--- src/rtl/rst_release_seq.sv ---
`default_nettype none
// ============================================================================
//  Module      : rst_release_seq
//  Description : Reset release sequencer for the liteeth ASIC port.
//                PRE presets every reset output asynchronously. Release is
//                synchronous and staged. It waits for a synchronized PLL lock.
//                Each downstream domain then leaves reset in index order,
//                HOLD_CYCLES CE-qualified edges apart.
//  Ports       : C        - clock, rising edge
//                PRE      - asynchronous active-high preset of all resets
//                CE       - clock enable for the hold counter / sequencing
//                LOCK     - asynchronous PLL lock (synchronized internally)
//                SOFT_RST - synchronous software reset request
//                RST_OUT  - per-domain active-high resets, bit 0 released first
//                DONE     - all domains released, sequencer in RUN
//  Revision    : 1.0 - initial release
// ============================================================================
module rst_release_seq #(
    parameter int N_STAGES    = 3,
    parameter int HOLD_CYCLES = 16,
    parameter int SYNC_STAGES = 2
) (
    input  logic                C,
    input  logic                PRE,
    input  logic                CE,
    input  logic                LOCK,
    input  logic                SOFT_RST,
    output logic [N_STAGES-1:0] RST_OUT,
    output logic                DONE
);

    localparam int c_CNT_W = $clog2(HOLD_CYCLES) + 1;
    localparam int c_IDX_W = $clog2(N_STAGES) + 1;
    localparam logic [c_CNT_W-1:0] c_CNT_LAST = c_CNT_W'(HOLD_CYCLES - 1);
    localparam logic [c_IDX_W-1:0] c_IDX_LAST = c_IDX_W'(N_STAGES - 1);
    localparam logic [c_CNT_W-1:0] c_CNT_ONE  = c_CNT_W'(1);
    localparam logic [c_IDX_W-1:0] c_IDX_ONE  = c_IDX_W'(1);

    typedef enum logic [1:0] {
        S_WAIT_LOCK = 2'd0,
        S_HOLD      = 2'd1,
        S_RUN       = 2'd2
    } state_t;

    state_t                 r_state;
    state_t                 w_state_nxt;
    logic [SYNC_STAGES-1:0] r_lock_sync;
    logic                   w_lock_s;
    logic                   w_abort;
    logic [c_CNT_W-1:0]     r_cnt;
    logic [c_CNT_W-1:0]     w_cnt_nxt;
    logic [c_IDX_W-1:0]     r_idx;
    logic [c_IDX_W-1:0]     w_idx_nxt;
    logic [N_STAGES-1:0]    r_rst;
    logic [N_STAGES-1:0]    w_rst_nxt;
    logic                   r_done;
    logic                   w_done_nxt;

    // ------------------------------------------------------------------------
    // LOCK synchronizer. It is cleared by PRE so that a fresh lock must
    // propagate through the full chain before any release can start.
    // ------------------------------------------------------------------------
    always_ff @(posedge C or posedge PRE) begin
        if (PRE) begin
            r_lock_sync <= '0;
        end else begin
            r_lock_sync <= {r_lock_sync[SYNC_STAGES-2:0], LOCK};
        end
    end

    assign w_lock_s = r_lock_sync[SYNC_STAGES-1];

    // Losing lock or a software request pulls everything back into reset.
    // This path is deliberately independent of CE.
    assign w_abort  = !w_lock_s || SOFT_RST;

    // ------------------------------------------------------------------------
    // State / datapath register
    // ------------------------------------------------------------------------
    always_ff @(posedge C or posedge PRE) begin
        if (PRE) begin
            r_state <= S_WAIT_LOCK;
            r_cnt   <= '0;
            r_idx   <= '0;
            r_rst   <= '1;
            r_done  <= 1'b0;
        end else begin
            r_state <= w_state_nxt;
            r_cnt   <= w_cnt_nxt;
            r_idx   <= w_idx_nxt;
            r_rst   <= w_rst_nxt;
            r_done  <= w_done_nxt;
        end
    end

    // ------------------------------------------------------------------------
    // Next-state logic
    // ------------------------------------------------------------------------
    always_comb begin
        w_state_nxt = r_state;
        w_cnt_nxt   = r_cnt;
        w_idx_nxt   = r_idx;
        w_rst_nxt   = r_rst;
        w_done_nxt  = r_done;

        unique case (r_state)
            S_WAIT_LOCK: begin
                w_cnt_nxt  = '0;
                w_idx_nxt  = '0;
                w_rst_nxt  = '1;
                w_done_nxt = 1'b0;
                if (w_lock_s && !SOFT_RST && CE) begin
                    w_state_nxt = S_HOLD;
                end
            end

            S_HOLD: begin
                if (w_abort) begin
                    // Abort wins over a release that is due on the same edge.
                    w_state_nxt = S_WAIT_LOCK;
                    w_cnt_nxt   = '0;
                    w_idx_nxt   = '0;
                    w_rst_nxt   = '1;
                    w_done_nxt  = 1'b0;
                end else if (CE) begin
                    if (r_cnt == c_CNT_LAST) begin
                        // RST_OUT is always a thermometer code (1..10..0).
                        // Clearing bit r_idx is therefore the same as shifting
                        // in a zero from the bottom.
                        w_rst_nxt = r_rst << 1;
                        w_idx_nxt = r_idx + c_IDX_ONE;
                        w_cnt_nxt = '0;
                        if (r_idx == c_IDX_LAST) begin
                            w_state_nxt = S_RUN;
                            w_done_nxt  = 1'b1;
                        end
                    end else begin
                        w_cnt_nxt = r_cnt + c_CNT_ONE;
                    end
                end
            end

            S_RUN: begin
                if (w_abort) begin
                    w_state_nxt = S_WAIT_LOCK;
                    w_cnt_nxt   = '0;
                    w_idx_nxt   = '0;
                    w_rst_nxt   = '1;
                    w_done_nxt  = 1'b0;
                end else begin
                    w_rst_nxt  = '0;
                    w_done_nxt = 1'b1;
                end
            end

            default: begin
                w_state_nxt = S_WAIT_LOCK;
                w_cnt_nxt   = '0;
                w_idx_nxt   = '0;
                w_rst_nxt   = '1;
                w_done_nxt  = 1'b0;
            end
        endcase
    end

    assign RST_OUT = r_rst;
    assign DONE    = r_done;

endmodule
`default_nettype wire

--- config.mk ---
export PLATFORM = sky130hd
export DESIGN_NAME = rst_release_seq
export DESIGN_NICKNAME = d
export VERILOG_FILES = /design/src/rtl/rst_release_seq.sv
export SDC_FILE = /design/constraint.sdc
export NUM_CORES = 1
export LEC_CHECK = 0
export CAP_MARGIN = 20
export CORE_UTILIZATION = 50
export CTS_BUF_LIST = sky130_fd_sc_hd__clkbuf_4 sky130_fd_sc_hd__clkbuf_8
export DETAILED_ROUTE_END_ITERATION = 10
export PLACE_DENSITY = 0.72
export SETUP_SLACK_MARGIN = 0.5
export SYNTH_ARGS = -nofsm -noshare
export SYNTH_HDL_FRONTEND = slang
export SYNTH_SLANG_ARGS = --single-unit
--- constraint.sdc ---
create_clock -name C -period 2.7 [get_ports C]
set_input_delay 0.405 -clock C [delete_from_list [all_inputs] [get_ports C]]
set_output_delay 0.405 -clock C [all_outputs]
set_load 0.1 [all_outputs]
==> metrics.md <==
| Metric | Value |
|---|---|
| CTS tree | built |
| Clock root buffer | clkbuf_4 |
| Via count | 653 |
| Clk Latency, worst-skew pair | a little under 0.3 ns |
| Setup TNS | 0 ns |
| DIE WIDTH | 44.1 microns |
| Metal3 WL | 40 microns |
| Worst-path clk slew | 0.10 ns |
| Die height | 44.1 microns |
| Worst Setup End Kind | flop |
| Synth top area cells | dfrtp_1, ha_1, dfstp_2, o21ai_0, nand2_1 |
| CTS Buffer Depth | 2 |
| WP data arrival | 2.23 ns |
| Syn Inst Count | 88 |
| Hold Vio Cnt, Final | 0 |
| FILL cells | 140 |
| Total Wirelength | 1510 microns |
| Least-Margin Pin Slew | 0.602 ns |
| Layout cells sized above 1 | 0.152 |
| Highest routed layer | met4 |
| MaxCap Viol Count | 0 |
| Initial antenna violation count | 0 |
| Std cell rows | 14 |
| Synth area leader | dfrtp_1 |
| RR Endpoint | r_state[0] |
| DR pass1 iterations | 4 |
| Worst Setup SP | r_state[0] |
| Pre-CTS WS | 0.467 ns |
| # IOs | 9 |
| Synth unique cells | 32 |
| Multi-input gate area | roughly 450 sq um |
| H-tree depth | 1 |
| Class of the worst hold path | flop to flop |
| Post-layout nets | 112 |
| YS warnings | 0 |
| Peak clock frequency supported by timing | 488 MHz |
| Via density | 5.68 |
| Metal-1 WL | roughly 760 microns |
| Port bufs | 8 |
| Sequential cell area fraction in the yosys report | 0.456 |
| Worst setup path end | r_state[0] |
| GRT overflow | 0 |
| Worst R2R Start | r_state[0] |
| Unrepaired setup endpoints after global routing | false |
| Tcrit/Tclk final | 0.759 |
| PostCTS Resize Cnt | 0 |
| HPWL after detailed placement | 1120 microns |
| Maximum number of pins on one net before global-route repair | 17 |
| Vias in the first global route | 596 |
| CP Class | flop to flop |
| Drt initial violations | 6 |
| Final ANT Viol Nets | 0 |
| Met2 routed WL | 708 microns |
| Crit path required time | ~2.9 ns |
| Leak | approximately 0.47 nW |
| Antenna cells | 0 |
| Worst slew margin | 0.598 |
| CTS buffer count | 3 |
| Pins over their slew limit | 0 |
| First-pass GRT wire length | 2550 microns |
| Final min period | 2.05 ns |
| Routed len/inst | 13.2 microns |
| Final setup fails | 0 |
| Mapped cell area | around 900 sq um |
| Sink Count | 16 |
| PwrDens | 993 nW/um^2 |
| Final Cell Area | 1010 sq um |
| Worst reg-to-reg setup slack | 0.65 ns |
| Gp weighted congestion | 0.810 |
| Fin Clk Skew | around 0.00046 ns |
| Status | completed |
| Worst vdd ir | between 0.8 and 0.9 mV |
| Critical Path Source Type | flop |
| Post-Syn Area per Cell | 10.1 sq um |
| Worst R2R Path Depth | 6 |
| Yosys top cell area share | 0.367 |
| DRC errors left | 0 |
| Register bit total from synthesis | 16 |
| Die area | just under 2000 sq um |
| Syn_nets | 100 |
| Placed cell areas | slightly below 1000 sq um |
| Core Footprint | about 1600 sq um |
| Total track usage | 0.180 |
| CP Max Fanout | 8 |
| Register area | 404 sq um |
| Fin worst setup slack | 0.652 ns |
| Initial Util | 0.563 |
| Cts hold-fix bufs | 0 |
| Setup bufs post-CTS | 0 |
| Area Overhead vs Synth | 14.0% |
state kept, by name, indices dropped and copies added (netlist names):
name	count
r_cnt	5
r_lock_sync	2
r_idx	3
r_state	2
RST_OUT	3
DONE	1
stage by stage:
stage / power [W] / utilization / cells / hold slack [ns]
finish: 0.00100 / 0.641 / 115 / 0.363
global route: 0.00106 / 0.641 / 115 / 0.378
CTS: 0.00101 / 0.641 / 115 / 0.367
detailed placement: 0.000852 / 0.618 / 111 / 0.344
global placement: 0.000847 / 0.618 / 111 / 0.337
floorplan: 0.000757 / - / 88 / 0.317
worst min-delay path by stage:
| stage | slack, ns | cells past startpoint | endpoint | from |
|---|---|---|---|---|
| 3_5_place_dp | 0.34 | 0 | r_lock_sync[1] | r_lock_sync[0] |
| 2_1_floorplan | 0.32 | 1 | DONE | PRE |
| 4_1_cts | 0.37 | 0 | r_lock_sync[1] | r_lock_sync[0] |
| 3_3_place_gp | 0.34 | 0 | r_lock_sync[1] | r_lock_sync[0] |
| 6_report | 0.36 | 0 | r_lock_sync[1] | r_lock_sync[0] |
| 5_1_grt | 0.38 | 0 | r_lock_sync[1] | r_lock_sync[0] |
per-layer routing:
layer | track usage | vias to the layer above
met2 | 0.268 | 7
li1 | - | 334
met5 | 0 | -
met3 | 0.0286 | 2
met4 | 0.0909 | 0
met1 | 0.256 | 310
synthesized netlist by cell type:
library cell  count
nand4b_1          1
a31o_2            1
and2_1            1
o211ai_1          1
nand2_1           8
a21boi_0          2
mux2_1            1
inv_1             7
or3b_1            1
o31ai_1           1
o21ai_0           9
or3_1             1
and2b_1           1
dfstp_2           3
o221a_4           1
xnor2_1           1
nand3_1           5
o21a_1            1
a2bb2oi_1         1
nor2_1            6
nor2b_1           2
a211oi_4          1
o221ai_1          1
and3_1            1
ha_1              7
nand4_1           2
nand4bb_1         1
dfrtp_1          13
a21oi_1           3
buf_2             2
nand3b_1          1
mux2i_1           1
logic make-up after synthesis:
logic type                 Yosys count  share of synthesized area
xor gates and xnor gates             1                    0.00987
muxes                                2                     0.0240
AOI/OAI and AO/OA                   22                      0.185
adders and majority gates            7                     0.0987
DFF                                 16                      0.456
and+or+nand+nor                     31                      0.186
buffers and inverters                9                     0.0409
cells in the final DEF (no fill, tap or decap), drive strengths merged, types with 2 or more instances in the layout:
cell / netlist / routed
clkbuf: 0 / 4
nand3: 5 / 5
nor2b: 2 / 2
nand4: 2 / 2
clkdlybuf4s50: 0 / 4
buf: 2 / 5
dfrtp: 13 / 13
inv: 7 / 7
o21ai: 9 / 9
a21oi: 3 / 3
nor2: 6 / 6
a21boi: 2 / 2
ha: 7 / 7
dfstp: 3 / 3
nand2: 8 / 8
where the power goes:
group	total [W]	switching [W]	internal [W]
combinational	0.000508	0.000352	0.000155
clock	0.000160	0.0000783	0.0000821
sequential	0.000336	0.0000317	0.000304
total	0.00100	0.000462	0.000542
area by class of cell:
cell class | count | area share
multi-input combinational | 63 | 0.442
sequential | 16 | 0.400
timing repair buffer | 9 | 0.0767
clock buffer | 4 | 0.0359
inverter | 7 | 0.0260
tap | 16 | 0.0198
critical path, cell delays in order, from the launching register on:
cell,delay [ns]
dfrtp_1,0.38
inv_1,0.08
ha_1,0.30
or3b_1,0.41
o221a_4,0.26
a211oi_4,0.18
mux2_1,0.34
Note: power is estimated with default switching activity, not from simulation.
